<file path="config.mk">
export PLATFORM = sky130hd
export DESIGN_NAME = fetch_unit_flat
export DESIGN_NICKNAME = d
export VERILOG_FILES = /design/src/rtl/fetch_unit_if.sv /design/src/rtl/fetch_unit.sv /design/src/flat_wrapper.sv
export SDC_FILE = /design/constraint.sdc
export NUM_CORES = 1
export LEC_CHECK = 0
export ABC_AREA = 1
export BUFFER_PORTS_ARGS = -buffer_cell sky130_fd_sc_hd__buf_2
export CAP_MARGIN = 20
export CORE_UTILIZATION = 36
export CTS_CLUSTER_SIZE = 10
export DETAILED_ROUTE_END_ITERATION = 8
export PLACE_DENSITY = 0.6
export SLEW_MARGIN = 20
export SYNTH_ARGS = -nofsm -noshare
export SYNTH_HDL_FRONTEND = slang
export SYNTH_SLANG_ARGS = --single-unit
</file>
<file path="constraint.sdc">
create_clock -name clk -period 2.45 [get_ports clk]
set_input_delay 0.245 -clock clk [delete_from_list [all_inputs] [get_ports clk]]
set_output_delay 0.245 -clock clk [all_outputs]
set_load 0.005 [all_outputs]
</file>
<file path="src/rtl/fetch_unit_if.sv">
// Instruction-memory handshake between the fetch stage (master) and memory (slave).
// The request is held until the completion strobe; the address is the fetch PC.
interface fetch_unit_if;
    logic [31:0] inst_addr;
    logic        inst_req;
    logic [31:0] inst;
    logic        inst_ready;

    modport master (
        output inst_addr,
        output inst_req,
        input  inst,
        input  inst_ready
    );

    modport slave (
        input  inst_addr,
        input  inst_req,
        output inst,
        output inst_ready
    );
endinterface

</file>
<file path="src/rtl/fetch_unit.sv">
// Instruction-fetch stage: PC register, instruction register with decoded fields,
// next-PC selection from the control unit's decisions, and halt on syscall/misalignment.
module fetch_unit #(
    parameter logic [31:0] RESET_PC     = 32'h0000_0000,
    parameter logic [5:0]  SYSCALL_FUNC = 6'h0C
) (
    input  logic              clk,
    input  logic              rst_b,
    fetch_unit_if.master      imem,
    input  logic              advance,
    input  logic              jump,
    input  logic              jump_reg,
    input  logic              branch,
    input  logic              branch_take,
    input  logic [31:0]       rs_data,
    output logic [5:0]        opcode,
    output logic [5:0]        func,
    output logic [4:0]        rs,
    output logic [4:0]        rt,
    output logic [4:0]        rd,
    output logic [4:0]        shamt,
    output logic [15:0]       imm,
    output logic [31:0]       pc_plus4,
    output logic              ir_valid,
    output logic              halted,
    output logic              addr_err
);

    typedef enum logic [1:0] {
        IDLE  = 2'd0,
        FETCH = 2'd1,
        HOLD  = 2'd2,
        HALT  = 2'd3
    } state_t;

    state_t      state_reg, state_next;
    logic [31:0] pc_reg, pc_next;
    logic [31:0] ir_reg, ir_next;
    logic        inst_req_reg, inst_req_next;
    logic        ir_valid_reg, ir_valid_next;
    logic        halted_reg, halted_next;
    logic        addr_err_reg, addr_err_next;

    logic [31:0] jump_target;
    logic [31:0] branch_target;
    logic [31:0] next_pc;
    logic        is_syscall;

    assign pc_plus4      = pc_reg + 32'd4;
    assign jump_target   = {pc_plus4[31:28], ir_reg[25:0], 2'b00};
    assign branch_target = pc_plus4 + {{14{ir_reg[15]}}, ir_reg[15:0], 2'b00};
    assign is_syscall    = (ir_reg[31:26] == 6'h00) && (ir_reg[5:0] == SYSCALL_FUNC);

    // Register-indirect jumps override direct jumps, which override branches.
    always_comb begin
        next_pc = pc_plus4;
        if (jump_reg) begin
            next_pc = rs_data;
        end else if (jump) begin
            next_pc = jump_target;
        end else if (branch && branch_take) begin
            next_pc = branch_target;
        end
    end

    always_comb begin
        state_next    = state_reg;
        pc_next       = pc_reg;
        ir_next       = ir_reg;
        inst_req_next = inst_req_reg;
        ir_valid_next = ir_valid_reg;
        halted_next   = halted_reg;
        addr_err_next = addr_err_reg;
        case (state_reg)
            IDLE: begin
                state_next    = FETCH;
                inst_req_next = 1'b1;
            end
            FETCH: begin
                if (imem.inst_ready) begin
                    ir_next       = imem.inst;
                    state_next    = HOLD;
                    inst_req_next = 1'b0;
                    ir_valid_next = 1'b1;
                end
            end
            HOLD: begin
                if (advance) begin
                    if (is_syscall) begin
                        state_next  = HALT;
                        halted_next = 1'b1;
                    end else if (next_pc[1:0] != 2'b00) begin
                        // PC is left pointing at the faulting instruction.
                        state_next    = HALT;
                        halted_next   = 1'b1;
                        addr_err_next = 1'b1;
                    end else begin
                        pc_next       = next_pc;
                        state_next    = FETCH;
                        ir_valid_next = 1'b0;
                        inst_req_next = 1'b1;
                    end
                end
            end
            HALT: begin
                state_next = HALT;
            end
            default: begin
                state_next = IDLE;
            end
        endcase
    end

    always_ff @(posedge clk or negedge rst_b) begin
        if (!rst_b) begin
            state_reg    <= IDLE;
            pc_reg       <= RESET_PC;
            ir_reg       <= 32'h0000_0000;
            inst_req_reg <= 1'b0;
            ir_valid_reg <= 1'b0;
            halted_reg   <= 1'b0;
            addr_err_reg <= 1'b0;
        end else begin
            state_reg    <= state_next;
            pc_reg       <= pc_next;
            ir_reg       <= ir_next;
            inst_req_reg <= inst_req_next;
            ir_valid_reg <= ir_valid_next;
            halted_reg   <= halted_next;
            addr_err_reg <= addr_err_next;
        end
    end

    assign imem.inst_addr = pc_reg;
    assign imem.inst_req  = inst_req_reg;
    assign ir_valid       = ir_valid_reg;
    assign halted         = halted_reg;
    assign addr_err       = addr_err_reg;

    assign opcode = ir_reg[31:26];
    assign rs     = ir_reg[25:21];
    assign rt     = ir_reg[20:16];
    assign rd     = ir_reg[15:11];
    assign shamt  = ir_reg[10:6];
    assign func   = ir_reg[5:0];
    assign imm    = ir_reg[15:0];

endmodule

</file>
<file path="src/flat_wrapper.sv">
// flat-port wrapper written by rule: the top's interface ports become plain ports
module fetch_unit_flat 
#(
    parameter logic [31:0] RESET_PC     = 32'h0000_0000,
    parameter logic [5:0]  SYSCALL_FUNC = 6'h0C
)
  (clk, rst_b, advance, jump, jump_reg, branch, branch_take, rs_data, opcode, func, rs, rt, rd, shamt, imm, pc_plus4, ir_valid, halted, addr_err, imem_inst_addr, imem_inst_req, imem_inst, imem_inst_ready);
  fetch_unit_if imem_i ();
  input  logic clk;
  input  logic rst_b;
  input  logic advance;
  input  logic jump;
  input  logic jump_reg;
  input  logic branch;
  input  logic branch_take;
  input  logic [31:0] rs_data;
  output logic [5:0] opcode;
  output logic [5:0] func;
  output logic [4:0] rs;
  output logic [4:0] rt;
  output logic [4:0] rd;
  output logic [4:0] shamt;
  output logic [15:0] imm;
  output logic [31:0] pc_plus4;
  output logic ir_valid;
  output logic halted;
  output logic addr_err;
  output wire logic [$bits(imem_i.inst_addr)-1:0] imem_inst_addr;
  output wire logic [$bits(imem_i.inst_req)-1:0] imem_inst_req;
  input wire logic [$bits(imem_i.inst)-1:0] imem_inst;
  input wire logic [$bits(imem_i.inst_ready)-1:0] imem_inst_ready;
  assign imem_inst_addr = imem_i.inst_addr;
  assign imem_inst_req = imem_i.inst_req;
  assign imem_i.inst = imem_inst;
  assign imem_i.inst_ready = imem_inst_ready;
  fetch_unit #(.RESET_PC(RESET_PC), .SYSCALL_FUNC(SYSCALL_FUNC)) u_core (.clk(clk), .rst_b(rst_b), .imem(imem_i), .advance(advance), .jump(jump), .jump_reg(jump_reg), .branch(branch), .branch_take(branch_take), .rs_data(rs_data), .opcode(opcode), .func(func), .rs(rs), .rt(rt), .rd(rd), .shamt(shamt), .imm(imm), .pc_plus4(pc_plus4), .ir_valid(ir_valid), .halted(halted), .addr_err(addr_err));
endmodule
</file>
* Word level (Yosys, flattened, before mapping) *
Index checks and enable logic that the tools add are counted.

storage, ports and cells
  input bits = 72
  register bits = 70
  word-level logic and storage cells = 54

cells by class
  add/subtract/negate cells = 2
  mux-type cells = 20
  reductions and logical operators = 15
  eq/ne operators = 8
  bitwise gates (word level) = 2

operator list
  kind                                                              number
  32-bit two-way mux                                                3
  32-bit by 3-bit adder with 32-bit output (second input constant)  1
  32-bit adder                                                      1
  1-bit two-way mux                                                 10
  5-bit AND reduction                                               2
  2-bit two-way mux                                                 4
  2-bit inequality test (second input constant)                     4
  2-bit one-hot mux with 4 select lines                             1
  4-bit AND reduction                                               2
  6-bit by 4-bit == test with 1-bit output (second input constant)  1
  6-bit logical NOT                                                 1
  2-bit nonzero test                                                3
  2-bit == test (second input constant)                             2
  2-bit AND reduction                                               2
  1-bit one-hot mux with 3 select lines                             1
  3-bit AND reduction                                               1
  3-bit nonzero test                                                1
  2-bit by 1-bit == test with 1-bit output (second input constant)  1
  1-bit logical AND                                                 2
  2-bit logical NOT                                                 1
  1-bit NOT                                                         2
  1-bit one-hot mux with 2 select lines                             1

* Longest topological paths before layout *
Gate-level depths: netlist (run 1).

  depth in word-level cells = 10
  mapped depth = 25
  depth with buffers taken out = 25

* Least setup slack after synthesis (run 1) *
No wires, ideal clock.

  path kind = flip-flop to flip-flop
  start point = register u_core.pc_reg[3], in the netlist u_core.imem.inst_addr[3]
  end point = register u_core.pc_reg[22], in the netlist u_core.imem.inst_addr[22]
  cell stages (with the launch flop) = 22
  data required time = 2,334 ps
  setup slack = -237 ps
  period minus slack after synthesis = 2,687 ps
  setup time = 116 ps
  arrival = 2,570 ps
  path through = dfrtp_1 -> ha_1 -> nand2_1 -> inv_1 -> nand2_1 -> nor2_4 -> nand4_1 -> and2_1 -> ha_1 -> nand2_1 -> nor2_1 -> inv_1 -> nor2_1 -> nand4_1 -> nand3_1 -> nand2_1 -> nand3_1 -> nand2_1 -> nand2_1 -> nand2_1 -> nand2_1 -> nand2_1

on the way
  longest elaborated chain between the ends = 5

RTL lines
  element                                   RTL line            text
  start: declaration                        fetch_unit.sv:37    logic [31:0] pc_reg, pc_next;
  start signal: assignment                  fetch_unit.sv:125   pc_reg <= pc_next;
  32-bit by 3-bit adder with 32-bit output  fetch_unit.sv:49    assign pc_plus4 = pc_reg + 32'd4;
  net pc_plus4[16]                          flat_wrapper.sv:24  output logic [31:0] pc_plus4;
  32-bit adder                              fetch_unit.sv:51    assign branch_target = pc_plus4 + {{14{ir_reg[15]}}, ir_reg[15:0], 2'b00};
  32-bit two-way mux                        fetch_unit.sv:61    end else if (branch && branch_take) begin
  32-bit two-way mux                        fetch_unit.sv:59    end else if (jump) begin
  32-bit two-way mux                        fetch_unit.sv:57    if (jump_reg) begin

The timed path passes the listed nets, and every way through them passes these cells.
A chain may end at the register's enable or synchronous reset.

* Final worst setup path (run 1) *
  start point = register u_core.pc_reg[3], in the netlist u_core.imem.inst_addr[3]
  end point = register u_core.pc_reg[27], in the netlist u_core.imem.inst_addr[27]

on the way
  longest elaborated chain between the ends = 5

RTL lines
  element                                     RTL line
  32-bit by 3-bit adder with 32-bit output *  fetch_unit.sv:49
  32-bit adder                                fetch_unit.sv:51
  32-bit two-way mux *                        fetch_unit.sv:61
  32-bit two-way mux *                        fetch_unit.sv:59
  32-bit two-way mux *                        fetch_unit.sv:57

Mark *: on every way between the ends. The rest lies on a longest branch, timed or not.

==> qor.yml, run 1 <==
firstDrtPassIters: 5
relSlewSlack_pct: 37.2
grt_overflow: 0
drt_wl_total_um: 30000
layout-drive-gt1-share_pct: 54.6
critPathLaunchType: "register"
period_needed_ns: 3.01
grt_pass1_wl_um: 44400
ys_seq_elements: 70
synth-main-ff-cell: "dfrtp_1"
dp_hpwl_um: 21900
syn2layout_area_growth_pct: 74.5
wl_met3_um: 1820
hold_viol_final: 0
cts_hold_buf: 0
place_area_sq_um: 9650
worstSkewPairLatency_ns: 0.34
cts_root_buf: "clkbuf_16"
fillCellCount: 1603
initial_utilization_pct: 36.7
yosys.cell_count.top_type: "nand2_1"
pin_count: 188
drt-met1-wl_um: 13200
vias_per_cell: 5.09
switchingPower_mw: 1.48
required_ns: 2.68
grt_pass1_vias: 8353
synth_enable_flop_cells: 0
die_area_sq_um: 19600
setup_violations: 27
cp_top_family: "simple AND/OR/NAND/NOR gates"
io_buffer_count: 187
arrival_ns: 3.24
cp_slowest_cell: "dfrtp_1"
vias: 8951
path_clk_slew_ns: 0.06
n_antenna_cell: 0
grt_antenna_before_repair: 0
worstMarginPinSlew_ns: 0.942
rsz0062_at_grt: "true"
wl_met2_um: 14100
netlist.area_leader.share_pct: 25.5
yosysSeqAreaShare_pct: 25.5
ys_warn_count: 0
syn-cell-area_sq_um: 6870
cts_buffer_depth: 2
die_h_um: 140
wire_per_inst_um: 17.1
clkPwrFrac_pct: 30.6
synthArstFlopShare_pct: 100
synth_commonest_cells: "nand2_1, inv_1, nor2_1, a21oi_1, dfrtp_1"
crit_fanout: 4
cts_tree: "done"
clock-sinks: 70
skew_ns: 0.0113
vdd_drop_max_v: 0.000377
power_frac_seq_pct: 29.1
slowest_delay_ns: 0.39
final_nets: 1627
path_cells: "ha_2 -> nand2_2 -> inv_2 -> nand2_4 -> nor2_4 -> buf_6 -> inv_4 -> o21ai_2 -> and2_4 -> ha_4 -> nand2_2 -> nand2_2 -> a21oi_4 -> nand2_2 -> a21oi_1 -> nand3_1 -> nand3_2 -> nand2_1 -> nand2_1 -> nand2_1 -> nand2_1 -> nand2_1"
numCtsBuffers: 9
synth_nets: 1200
die_w_um: 140
core_sq_um: 18700
violations: "setup timing"
comb_power_share_pct: 40.3
drv_slew: 0
fmax_ghz: 0.332
path_class: "register to register"
drtIter0Drc: 584
synthDistinctLibCells: 48
setup_ws_ns: -0.558
netlist_instances: 1091
syn_avg_cell_area_sq_um: 6.29
cts_htree_levels: 3
max-cap-violations: 0
worstPathBufferInverterCount: 3
period_share_pct: 123
final_core_util_pct: 64.1
p_leak_nw: 6.32
hp-class: "primary input to asynchronous set/reset pin"
swShare_pct: 35.4
num_rows: 50
ys_top_cells_by_area: "dfrtp_1, nand2_1, inv_1, ha_1, nor2_1"
drc: 0
grt_max_degree: 71
grt_usage_pct: 29.2
top_layer: "met4"
status: "finished with violations"
synth_largest_area_cell: "dfrtp_1"
p_per_area_nw_per_um2: 350
ant_nets: 0
design_area_sq_um: 12000
critPathMostFrequentCell: "nand2_1"
dp_worst_setup_slack_ns: -0.742
p_int_mw: 2.71
gp_congestion: 0.940
crit_path_end_kind: "register"
-- kinds of logic after synthesis --
| group | count (synthesis) | share of synthesized area [%] |
|---|---|---|
| AO/OA/AOI/OAI | 149 | 12.1 |
| flip-flops | 70 | 25.5 |
| AND/OR/NAND/NOR | 593 | 37.0 |
| multiplexers | 20 | 3.28 |
| buffers and inverters | 203 | 12.4 |
| XOR/XNOR | 19 | 2.75 |
| adder cells (fa/ha/maj) | 37 | 6.85 |
-- per-stage QoR --
stage / hold slack [ns] / power (mW) / cells / setup TNS [ns]
CTS: 0.0801 / 4.00 / 1726 / -7.87
floorplan: -0.0506 / 1.84 / 1091 / -1.14
detailed placement: 0.446 / 2.44 / 1670 / -12.75
finish: 0.0360 / 4.19 / 1757 / -10.35
global placement: 0.446 / 2.44 / 1670 / -11.82
global route: 0.117 / 4.38 / 1757 / -14.91
-- power groups by stage --
stage	sequential (mW)	clock (mW)	combinational [mW]
4_1_cts	1.22	1.31	1.48
5_1_grt	1.22	1.35	1.81
3_3_place_gp	1.24	0	1.20
2_1_floorplan	1.25	0	0.589
3_5_place_dp	1.24	0	1.20
6_report	1.22	1.28	1.69
-- final cells by class --
cell class | instances | area, sq um | area share (%)
Timing Repair Buffer | 460 | 3160 | 26.3
Sequential cell | 70 | 1750 | 14.6
Clock inverter | 6 | 51.3 | 0.428
Inverter | 159 | 614 | 5.13
Tap cell | 234 | 293 | 2.44
Multi-Input combinational cell | 818 | 5880 | 49.0
Clock buffer | 10 | 239 | 1.99
-- path summary, 6_finish.rpt --
check,startpoint,endpoint,slack (ns),depth (start not counted)
min reg2reg,u_core.halted$_DFFE_PN0P_,u_core.halted$_DFFE_PN0P_,0.47,1
min in group clk,imem_inst[11],u_core.ir_reg[11]$_DFFE_PN0P_,0.13,2
max in group asynchronous,rst_b,u_core.imem.inst_addr[4]$_DFFE_PN0P_,1.75,1
max,u_core.imem.inst_addr[3]$_DFFE_PN0P_,u_core.imem.inst_addr[27]$_DFFE_PN0P_,-0.56,22
max reg2reg,u_core.imem.inst_addr[3]$_DFFE_PN0P_,u_core.imem.inst_addr[27]$_DFFE_PN0P_,-0.56,22
min,rst_b,u_core.ir_reg[30]$_DFFE_PN0P_,0.04,1
-- cell usage in the layout (no fill, tap or decap), types with 7 or more instances in the layout --
master       n
inv_1      114
nand2_1    255
nand2_4     31
a21boi_1     7
buf_2      185
a21oi_2     23
nand3_1     35
clkbuf_16    9
ha_1         8
o21ai_1     20
mux2_2      20
nand3_2     27
buf_4      242
nor2_2      16
inv_4        7
a21oi_1     48
nor2_4      34
inv_2       37
nor2_1      73
nand4_1     13
dfrtp_1     68
ha_4        27
nand2_2     73
buf_6       28
xor2_4       8
o21ai_0     15
-- what timing repair did --
action                                 in CTS  in global routing
setup buffers                              42                 33
pin swaps                                  86                108
endpoints found under the hold margin       0                  0
setup endpoints to repair                  27                 32
gates resized for setup                   217                149
-- metal layers --
metal,global-route usage (%),up-vias
li1,-,4294
met1,39.9,4262
met2,48.4,329
met3,3.86,66
met4,7.58,0
met5,0,-
No activity file was read; power rests on OpenSTA's default activity.
==> inputs of run 2 (changes only) <==
--- a/config.mk
+++ b/config.mk
@@ -5,13 +5,13 @@
 export SDC_FILE = /design/constraint.sdc
 export NUM_CORES = 1
 export LEC_CHECK = 0
-export ABC_AREA = 1
+export ABC_AREA = 0
 export BUFFER_PORTS_ARGS = -buffer_cell sky130_fd_sc_hd__buf_2
 export CAP_MARGIN = 20
 export CORE_UTILIZATION = 36
 export CTS_CLUSTER_SIZE = 10
 export DETAILED_ROUTE_END_ITERATION = 8
-export PLACE_DENSITY = 0.6
+export PLACE_DENSITY = 0.62
 export SLEW_MARGIN = 20
 export SYNTH_ARGS = -nofsm -noshare
 export SYNTH_HDL_FRONTEND = slang
==> qor.yml, run 2 <==
clkPwrFrac_pct: 9.4
grt_usage_pct: 27.1
reg2reg_depth: 14
critPathMostFrequentCell: "xnor2_1"
design_area_sq_um: 9370
final_nets: 1145
syn-cell-area_sq_um: 5600
num_rows: 45
fin_hold_ws_ns: 0.0485
required_ns: 2.74
crit_fanout: 3
skew_ns: 0.00683
fin_tns_setup_ns: -21.93
synth_largest_area_cell: "dfrtp_1"
rsz0062_at_grt: "true"
p_int_mw: 7.91
grt_max_degree: 71
fmax_ghz: 0.276
layout-drive-gt1-share_pct: 55.8
final_cell_mix: "buf_4, buf_2, nand2_1"
setup_ws_ns: -1.17
max-cap-violations: 0
synth_enable_flop_cells: 0
ys_top_cells_by_area: "dfrtp_1, ha_1, mux2_2, nand2_1, xnor2_1"
place_area_sq_um: 8060
p_per_area_nw_per_um2: 1470
layout_commonest_cell: "buf_4"
relSlewSlack_pct: 35.8
ys_seq_elements: 70
synth-main-ff-cell: "dfrtp_1"
switchingPower_mw: 5.89
r2r_setup_slack_ns: -1.17
grt_pass1_vias: 6403
drt_wl_total_um: 22100
yosysSeqAreaShare_pct: 31.3
vdd_drop_max_v: 0.000783
n_antenna_cell: 0
path_cells: "and4_4 -> and3_4 -> nand2_4 -> or3_4 -> xnor2_1 -> ha_1 -> a21oi_1 -> o22a_1 -> buf_4 -> nand3_1 -> xnor2_1 -> o211a_1 -> o311ai_1 -> o21a_1"
yosys.cell_count.top_type: "nand2_1"
cts_hold_buf: 0
path_clk_slew_ns: 0.06
dp_hpwl_um: 15800
pin_count: 188
clock-sinks: 70
comb_power_share_pct: 75.0
core_sq_um: 15200
cts_htree_levels: 3
netlist_instances: 659
slowest_delay_ns: 0.42
r2r_end: "u_core.imem.inst_addr[25]$_DFFE_PN0P_"
grt_overflow: 0
synthArstFlopShare_pct: 100
final_core_util_pct: 61.7
ant_nets: 0
cts_buffer_depth: 2
worstPathBufferInverterCount: 1
vias: 6586
power_frac_seq_pct: 15.6
synth_nets: 768
p_leak_nw: 4.76
worstSkewPairLatency_ns: 0.35
dp_worst_setup_slack_ns: -1.17
synthDistinctLibCells: 69
die_area_sq_um: 16100
netlist.area_leader.share_pct: 31.3
drv_slew: 0
placed_cells: 1174
violations: "setup timing"
setup_violations: 37
final_cell_count_no_fill: 1229
hold_viol_final: 0
firstDrtPassIters: 5
cp_slowest_cell: "or3_4"
die_h_um: 127
path_class: "register to register"
drtIter0Drc: 344
numCtsBuffers: 9
wire_per_inst_um: 18.0
die_w_um: 127
syn_avg_cell_area_sq_um: 8.50
gp_congestion: 0.933
path_depth: 14
critPathLaunchType: "register"
hp-class: "primary input to asynchronous set/reset pin"
grt_pass1_wl_um: 33200
grt_antenna_before_repair: 0
period_share_pct: 148
drc: 0
worstMarginPinSlew_ns: 0.963
io_buffer_count: 187
vias_per_cell: 5.36
cts_tree: "done"
ys_warn_count: 0
cp_top_family: "compound AO/OA/AOI/OAI gates"
crit-reg2reg-launch: "u_core.imem.inst_addr[6]$_DFFE_PN0P_"
cts_root_buf: "clkbuf_16"
crit_path_end_kind: "register"
synth_commonest_cells: "nand2_1, dfrtp_1, nor2_1, a21oi_1, ha_1"
syn2layout_area_growth_pct: 67.4
initial_utilization_pct: 36.8
status: "finished with violations"
swShare_pct: 42.7
period_needed_ns: 3.62
power_mw: 13.8
arrival_ns: 3.92
-- run 2: cell types whose count changed after synthesis, sizes merged, moves of 7 or more --
cell	before	now
a21o	1	16
a21oi	76	53
a31oi	2	9
and3	0	9
clkbuf	16	24
inv	158	13
mux2	20	32
nand2	360	82
nand3	67	28
nor2	124	61
xnor2	2	31
-- run 2: worst max-delay path by stage --
| stage | start | to |
|---|---|---|
| 6_report | u_core.imem.inst_addr[6]$_DFFE_PN0P_ | u_core.imem.inst_addr[25]$_DFFE_PN0P_ |
| 5_1_grt | u_core.imem.inst_addr[6]$_DFFE_PN0P_ | u_core.imem.inst_addr[31]$_DFFE_PN0P_ |
| 4_1_cts | u_core.imem.inst_addr[13]$_DFFE_PN0P_ | u_core.imem.inst_addr[31]$_DFFE_PN0P_ |
| 3_5_place_dp | u_core.imem.inst_addr[6]$_DFFE_PN0P_ | u_core.imem.inst_addr[31]$_DFFE_PN0P_ |
| 3_3_place_gp | u_core.imem.inst_addr[6]$_DFFE_PN0P_ | u_core.imem.inst_addr[31]$_DFFE_PN0P_ |
| 2_1_floorplan | u_core.imem.inst_addr[11]$_DFFE_PN0P_ | u_core.imem.inst_addr[31]$_DFFE_PN0P_ |
-- run 2: metal layers --
layer | GRT usage (%) | wire length (um)
met5 | 0 | 0
met4 | 9.24 | 602
met3 | 5.82 | 1370
met2 | 46.3 | 10900
met1 | 34.0 | 9220
-- run 2: cells by family (layout without fill, tap and decap cells) --
logic type                 count (synthesis)  count (layout)  share of synthesized area (%)
xor gates and xnor gates                  51              51                           7.98
adders and majority gates                 37              37                           8.40
AOI/OAI and AO/OA                        174             174                           20.2
and+or+nand+nor                          233             233                           20.0
buffers and inverters                     60             442                           5.39
muxes                                     34              34                           6.79
DFF                                       70              70                           31.3
-- run 2: what timing repair did --
action | 4_1_cts | 5_1_grt
gates cloned | 0 | 0
pin swaps | 63 | 56
gates resized for setup | 89 | 71
setup endpoints to repair | 38 | 41
endpoints found under the hold margin | 0 | 0
setup buffers | 22 | 25
-- run 2: area by class of cell --
class	instances	area (sq um)
clock buffers	11	243
clock inverters	5	41.3
fillers	1336	5830
inverters	14	57.6
multi-input cells	529	4290
flip-flops and latches	70	1750
well taps	188	235
repair buffers	412	2760
-- run 2: power groups by stage --
stage | clock (mW) | sequential, mW | combinational [mW]
floorplan | 0 | 2.35 | 3.82
finish | 1.30 | 2.15 | 10.3
global placement | 0 | 2.10 | 8.17
detailed placement | 0 | 2.11 | 8.24
global route | 1.38 | 2.20 | 11.1
CTS | 1.33 | 2.12 | 9.22
-- run 2: worst register-to-register path, cell delays in order, from the launching register on --
cell and delay, ns:
dfrtp_1 0.34, and4_4 0.25, and3_4 0.23, nand2_4 0.09
or3_4 0.42, xnor2_1 0.29, ha_1 0.32, a21oi_1 0.32
o22a_1 0.28, buf_4 0.14, nand3_1 0.12, xnor2_1 0.16
o211a_1 0.21, o311ai_1 0.23, o21a_1 0.16
